File: src/rtl/mc_ctrl_fsm.sv
// Multicycle MIPS main controller: Moore FSM that sequences fetch through writeback
// and drives the datapath enables. Optional ORI support is enabled by defining MC_ORI_EN.
module mc_ctrl_fsm #(
    parameter logic [3:0] RESET_STATE = 4'd0
) (
    input  logic       clk,
    input  logic       reset_n,
    input  logic [5:0] op,
    input  logic       mem_ready,
    output logic       iord,
    output logic       mem_write,
    output logic       ir_write,
    output logic       reg_dst,
    output logic       mem_to_reg,
    output logic       reg_write,
    output logic       alu_src_a,
    output logic [1:0] alu_src_b,
    output logic       zero_ext,
    output logic [1:0] pc_src,
    output logic [1:0] alu_op,
    output logic       pc_write,
    output logic       branch,
    output logic       illegal_op,
    output logic [3:0] state
);

    // state   | meaning
    // FETCH   | read instruction at PC, PC += 4 (waits on mem_ready)
    // DECODE  | read registers, precompute branch target, dispatch on op
    // MEMADR  | compute load/store address
    // MEMRD   | read data memory (waits on mem_ready)
    // MEMWB   | write loaded data to rt
    // MEMWR   | write data memory (waits on mem_ready)
    // EXECUTE | R-type ALU operation
    // ALUWB   | write ALU result to rd
    // BRANCH  | BEQ compare and conditional PC update
    // ADDIEX  | add sign-extended immediate
    // IWB     | write immediate-op result to rt
    // JUMP    | PC <= jump target
    // ORIEX   | OR zero-extended immediate (MC_ORI_EN only)
    typedef enum logic [3:0] {
        S_FETCH   = 4'd0,
        S_DECODE  = 4'd1,
        S_MEMADR  = 4'd2,
        S_MEMRD   = 4'd3,
        S_MEMWB   = 4'd4,
        S_MEMWR   = 4'd5,
        S_EXECUTE = 4'd6,
        S_ALUWB   = 4'd7,
        S_BRANCH  = 4'd8,
        S_ADDIEX  = 4'd9,
        S_IWB     = 4'd10,
        S_JUMP    = 4'd11,
        S_ORIEX   = 4'd12
    } state_t;

    localparam logic [5:0] OP_RTYPE = 6'b000000;
    localparam logic [5:0] OP_J     = 6'b000010;
    localparam logic [5:0] OP_BEQ   = 6'b000100;
    localparam logic [5:0] OP_ADDI  = 6'b001000;
    localparam logic [5:0] OP_ORI   = 6'b001101;
    localparam logic [5:0] OP_LW    = 6'b100011;
    localparam logic [5:0] OP_SW    = 6'b101011;

    state_t state_q;
    state_t state_d;

    always_ff @(posedge clk or negedge reset_n) begin
        if (!reset_n) begin
            state_q <= state_t'(RESET_STATE);
        end else begin
            state_q <= state_d;
        end
    end

    always_comb begin
        state_d    = S_FETCH;
        iord       = 1'b0;
        mem_write  = 1'b0;
        ir_write   = 1'b0;
        reg_dst    = 1'b0;
        mem_to_reg = 1'b0;
        reg_write  = 1'b0;
        alu_src_a  = 1'b0;
        alu_src_b  = 2'b00;
        zero_ext   = 1'b0;
        pc_src     = 2'b00;
        alu_op     = 2'b00;
        pc_write   = 1'b0;
        branch     = 1'b0;
        illegal_op = 1'b0;

        case (state_q)
            S_FETCH: begin
                alu_src_b = 2'b01;
                ir_write  = mem_ready;
                pc_write  = mem_ready;
                state_d   = mem_ready ? S_DECODE : S_FETCH;
            end
            S_DECODE: begin
                alu_src_b = 2'b11;
                case (op)
                    OP_LW, OP_SW: state_d = S_MEMADR;
                    OP_RTYPE:     state_d = S_EXECUTE;
                    OP_BEQ:       state_d = S_BRANCH;
                    OP_ADDI:      state_d = S_ADDIEX;
                    OP_J:         state_d = S_JUMP;
`ifdef MC_ORI_EN
                    OP_ORI:       state_d = S_ORIEX;
`endif
                    default: begin
                        illegal_op = 1'b1;
                        state_d    = S_FETCH;
                    end
                endcase
            end
            S_MEMADR: begin
                alu_src_a = 1'b1;
                alu_src_b = 2'b10;
                state_d   = (op == OP_SW) ? S_MEMWR : S_MEMRD;
            end
            S_MEMRD: begin
                iord    = 1'b1;
                state_d = mem_ready ? S_MEMWB : S_MEMRD;
            end
            S_MEMWB: begin
                mem_to_reg = 1'b1;
                reg_write  = 1'b1;
            end
            S_MEMWR: begin
                iord      = 1'b1;
                mem_write = 1'b1;
                state_d   = mem_ready ? S_FETCH : S_MEMWR;
            end
            S_EXECUTE: begin
                alu_src_a = 1'b1;
                alu_op    = 2'b10;
                state_d   = S_ALUWB;
            end
            S_ALUWB: begin
                reg_dst   = 1'b1;
                reg_write = 1'b1;
            end
            S_BRANCH: begin
                alu_src_a = 1'b1;
                alu_op    = 2'b01;
                pc_src    = 2'b01;
                branch    = 1'b1;
            end
            S_ADDIEX: begin
                alu_src_a = 1'b1;
                alu_src_b = 2'b10;
                state_d   = S_IWB;
            end
            S_IWB: begin
                reg_write = 1'b1;
            end
            S_JUMP: begin
                pc_src   = 2'b10;
                pc_write = 1'b1;
            end
`ifdef MC_ORI_EN
            S_ORIEX: begin
                alu_src_a = 1'b1;
                alu_src_b = 2'b10;
                zero_ext  = 1'b1;
                alu_op    = 2'b11;
                state_d   = S_IWB;
            end
`endif
            default: state_d = S_FETCH;
        endcase

        // Reset drops every strobe at once, even though the FETCH decode would
        // otherwise let mem_ready through to ir_write/pc_write.
        if (!reset_n) begin
            ir_write   = 1'b0;
            pc_write   = 1'b0;
            mem_write  = 1'b0;
            reg_write  = 1'b0;
            branch     = 1'b0;
            illegal_op = 1'b0;
        end
    end

    assign state = state_q;

endmodule

File: config.mk
export PLATFORM = sky130hd
export DESIGN_NAME = mc_ctrl_fsm
export DESIGN_NICKNAME = d
export VERILOG_FILES = /design/src/rtl/mc_ctrl_fsm.sv
export SDC_FILE = /design/constraint.sdc
export NUM_CORES = 1
export LEC_CHECK = 0
export CORE_UTILIZATION = 40
export DETAILED_ROUTE_END_ITERATION = 8
export PLACE_DENSITY_LB_ADDON = 0.15
export SYNTH_ARGS = -nofsm -noshare
export SYNTH_HDL_FRONTEND = slang
export SYNTH_SLANG_ARGS = --single-unit
File: constraint.sdc
create_clock -name clk -period 3.75 [get_ports clk]
set_input_delay 0.375 -clock clk [delete_from_list [all_inputs] [get_ports clk]]
set_output_delay 0.375 -clock clk [all_outputs]
set_load 0.005 [all_outputs]
==> impl_metrics.env <==
export IMPL_largest_reg_flops=4
export IMPL_worst_slew_margin_rel_pct=64.7
export IMPL_grt_antenna_before_repair=0
export IMPL_die_area_um2=1540
export IMPL_actual_transition_at_the_worst_max_transition_pin_ns=0.529
export IMPL_max_fanout_on_critical_path=17
export IMPL_crit_slowest_cell="dfrtp_1"
export IMPL_worst_ep_required_time_ns=3.38
export IMPL_worstPathArrival_ns=2.06
export IMPL_count_of_flip_flops_with_a_built_in_enable_after_synthesis=0
export IMPL_finalSetupViolations=0
export IMPL_first_iter_violations=10
export IMPL_cts_hold_buffers=0
export IMPL_muxShareOfSynthArea_pct=0
export IMPL_num_rows=13
export IMPL_maxClockFrequency_mhz=411
export IMPL_ys_flop_type="dfrtp_1"
export IMPL_clk_latency_ns=0.25
export IMPL_maximum_number_of_pins_on_one_net_before_global_route_repair=19
export IMPL_synth_simple_gate_area_share_pct=49.3
export IMPL_synthesis_instances=78
export IMPL_avgViaCountPerCell=5.87
export IMPL_drt_antenna_violating_nets=0
export IMPL_cp_common_cell="and3_1"
export IMPL_seq_area_frac_synth_pct=18.1
export IMPL_drc=0
export IMPL_tritoncts="done"
export IMPL_rsz0062_at_grt="false"
export IMPL_yosys_cell_types=37
export IMPL_initial_core_util_pct=42.5
export IMPL_h_tree_depth=1
export IMPL_io_buffers=28
export IMPL_clock_skew_final_ns=0.00595
export IMPL_cts_repair_timing_setup_buffer_count=0
export IMPL_finalHoldViolations=0
export IMPL_track_usage_pct=23.2
export IMPL_adder_cell_share_of_the_synthesized_area_pct=0
export IMPL_ys_ff_latch=4
export IMPL_largest_family_of_logic_cells_by_synthesized_area="simple AND/OR/NAND/NOR gates"
export IMPL_cellLeakagePower_nw=0.321
export IMPL_period_needed_ns=2.43
export IMPL_grt_ovfl_total=0
export IMPL_synth_compound_area_share_pct=18.6
export IMPL_critical_path_class="reg2out"
export IMPL_critical_path_max_stage_delay_ns=0.59
export IMPL_design_final_nets=115
export IMPL_synthXorXnorAreaFrac_pct=4.75
export IMPL_powerDensity_nw_per_um2=442
export IMPL_synth_async_sr_flop_share_pct=100
export IMPL_yosysWarningCount=0
export IMPL_final_setup_tns_ns=0
export IMPL_post_route_cells_drive_above_1_share_pct=5.77
export IMPL_ant_cells=0
export IMPL_path_cells="nor2b_2 > and3_1 > and3_1 > clkdlybuf4s50_1"
export IMPL_i_o_pin_cnt=30
export IMPL_core_um2=1300
export IMPL_wirelength_um=1440
export IMPL_period_share_pct=64.9
export IMPL_max_cap_viol_count=0
export IMPL_clk_transition_reported_paths_ns=0.04
export IMPL_run_status="complete, no violations"
export IMPL_clkSinkCount=4
export IMPL_worst_setup_path_end_kind="output pin"
export IMPL_number_of_pins_exceeding_their_max_slew_limit_in_the_final_report=0
export IMPL_syn_area_um2=553
export IMPL_detailedPlacementHpwl_um=1080
export IMPL_min_delay_path_class="in2async"
export IMPL_worstSetupStartpointType="flop"
export IMPL_final_fill_count=134
export IMPL_area_growth_synth_to_final_pct=50.9
export IMPL_pre_repair_dr_iteration_count=4
export IMPL_cts_inserted_buffers=3
export IMPL_clk_path_buf_depth=2
export IMPL_num_vias=698
export IMPL_gp_congestion=0.862
export IMPL_number_of_global_route_vias_before_repair=552
export IMPL_clock_tree_root="clkbuf_4"
export IMPL_floorplan_die_height_um=39.2
export IMPL_synth_net_count=87
export IMPL_drt_wirelength_per_cell_um=12.1
export IMPL_syn_avg_cell_area_um2=7.09
export IMPL_worst_ir_drop_vdd_v=0.000283
export IMPL_grt_pass1_wl_um=2340
export IMPL_hold_ws_ns=0.401
export IMPL_die_w_um=39.2
export IMPL_ctsResizeCount=0
==> logic make-up (layout without fill, tap and decap cells) <==
logic type,Yosys count,count (layout)
XOR/XNOR,3,3
flip-flops,4,4
AO/OA/AOI/OAI,15,15
other,1,1
AND/OR/NAND/NOR,48,48
buffers and inverters,7,33
==> routing by layer <==
metal	vias to the layer above	GRT usage, %	share of wire, %
li1	341	-	-
met4	0	10.3	2.6
met1	314	27.1	42
met2	39	38.3	47
met5	-	0	0
met3	4	6.94	8.5
==> per-stage QoR <==
stage	worst slack, ns	power, mW	instances	cell area, um2	utilization (%)
floorplan	2.32	0.209	78	553	-
global placement	1.38	0.310	116	812	62.4
detailed placement	1.38	0.314	116	812	62.4
CTS	1.33	0.371	119	835	64.1
global route	1.17	0.403	119	835	64.1
finish	1.32	0.369	119	835	64.1
==> power breakdown <==
part	leakage (nW)	switching, mW	internal (mW)
Combinational	0.254	0.0868	0.128
Sequential	0.0532	0.0449	0.0540
Clock	0.0138	0.0196	0.0359
==> cells in the final DEF (no fill, tap or decap), types with 2 or more instances in the layout <==
cell	instances
xor2_1	3
nor3b_1	2
nor2_1	10
o211ai_1	2
and3_1	5
nand2_1	7
clkdlybuf4s50_1	28
nor3_1	7
nand2b_1	3
o21ai_0	2
nand4_1	2
a21oi_1	3
dfrtp_1	4
nor4_1	2
clkbuf_4	3
==> critical path, delay by kind of cell, from the launching register on <==
family / cells / cell delay (ns)
DFF: 1 / 0.59
buffers and inverters: 1 / 0.50
and+or+nand+nor: 3 / 0.72
==> path summary, 6_finish.rpt <==
check | start | end | slack, ns | cells after the start
setup / recovery | state[0] | illegal_op | 1.32 | 4
hold reg to reg | state[3] | state[0] | 0.73 | 1
min in group clk | state[3] | state[0] | 0.73 | 1
setup reg to reg | state[0] | state[2] | 2.26 | 3
max in group asynchronous | reset_n | state[2] | 3.09 | 1
hold / removal | reset_n | state[0] | 0.40 | 1
==> cell type report <==
cell class	instances	area, um2	area share (%)
Timing Repair Buffer	28	280	33.6
Sequential cell	4	100	12.0
Multi-Input combinational cell	67	405	48.6
Tap cell	15	18.8	2.25
Clock buffer	3	22.5	2.70
Inverter	2	7.51	0.900
==> synthesized netlist by cell type, types with 2 or more instances <==
cell type,instances,area [um2]
xor2_1,3,26.3
nand2_1,7,26.3
nor3b_1,2,15.0
nor3_1,7,35.0
o211ai_1,2,15.0
buf_6,2,22.5
o21ai_0,2,10.0
nor4_1,2,12.5
nand4_1,2,12.5
and3_1,5,31.3
buf_2,2,10.0
nor2_1,10,37.5
nand2b_1,3,18.8
a21oi_1,3,15.0
dfrtp_1,4,100
(Power assumes the default switching activity.)
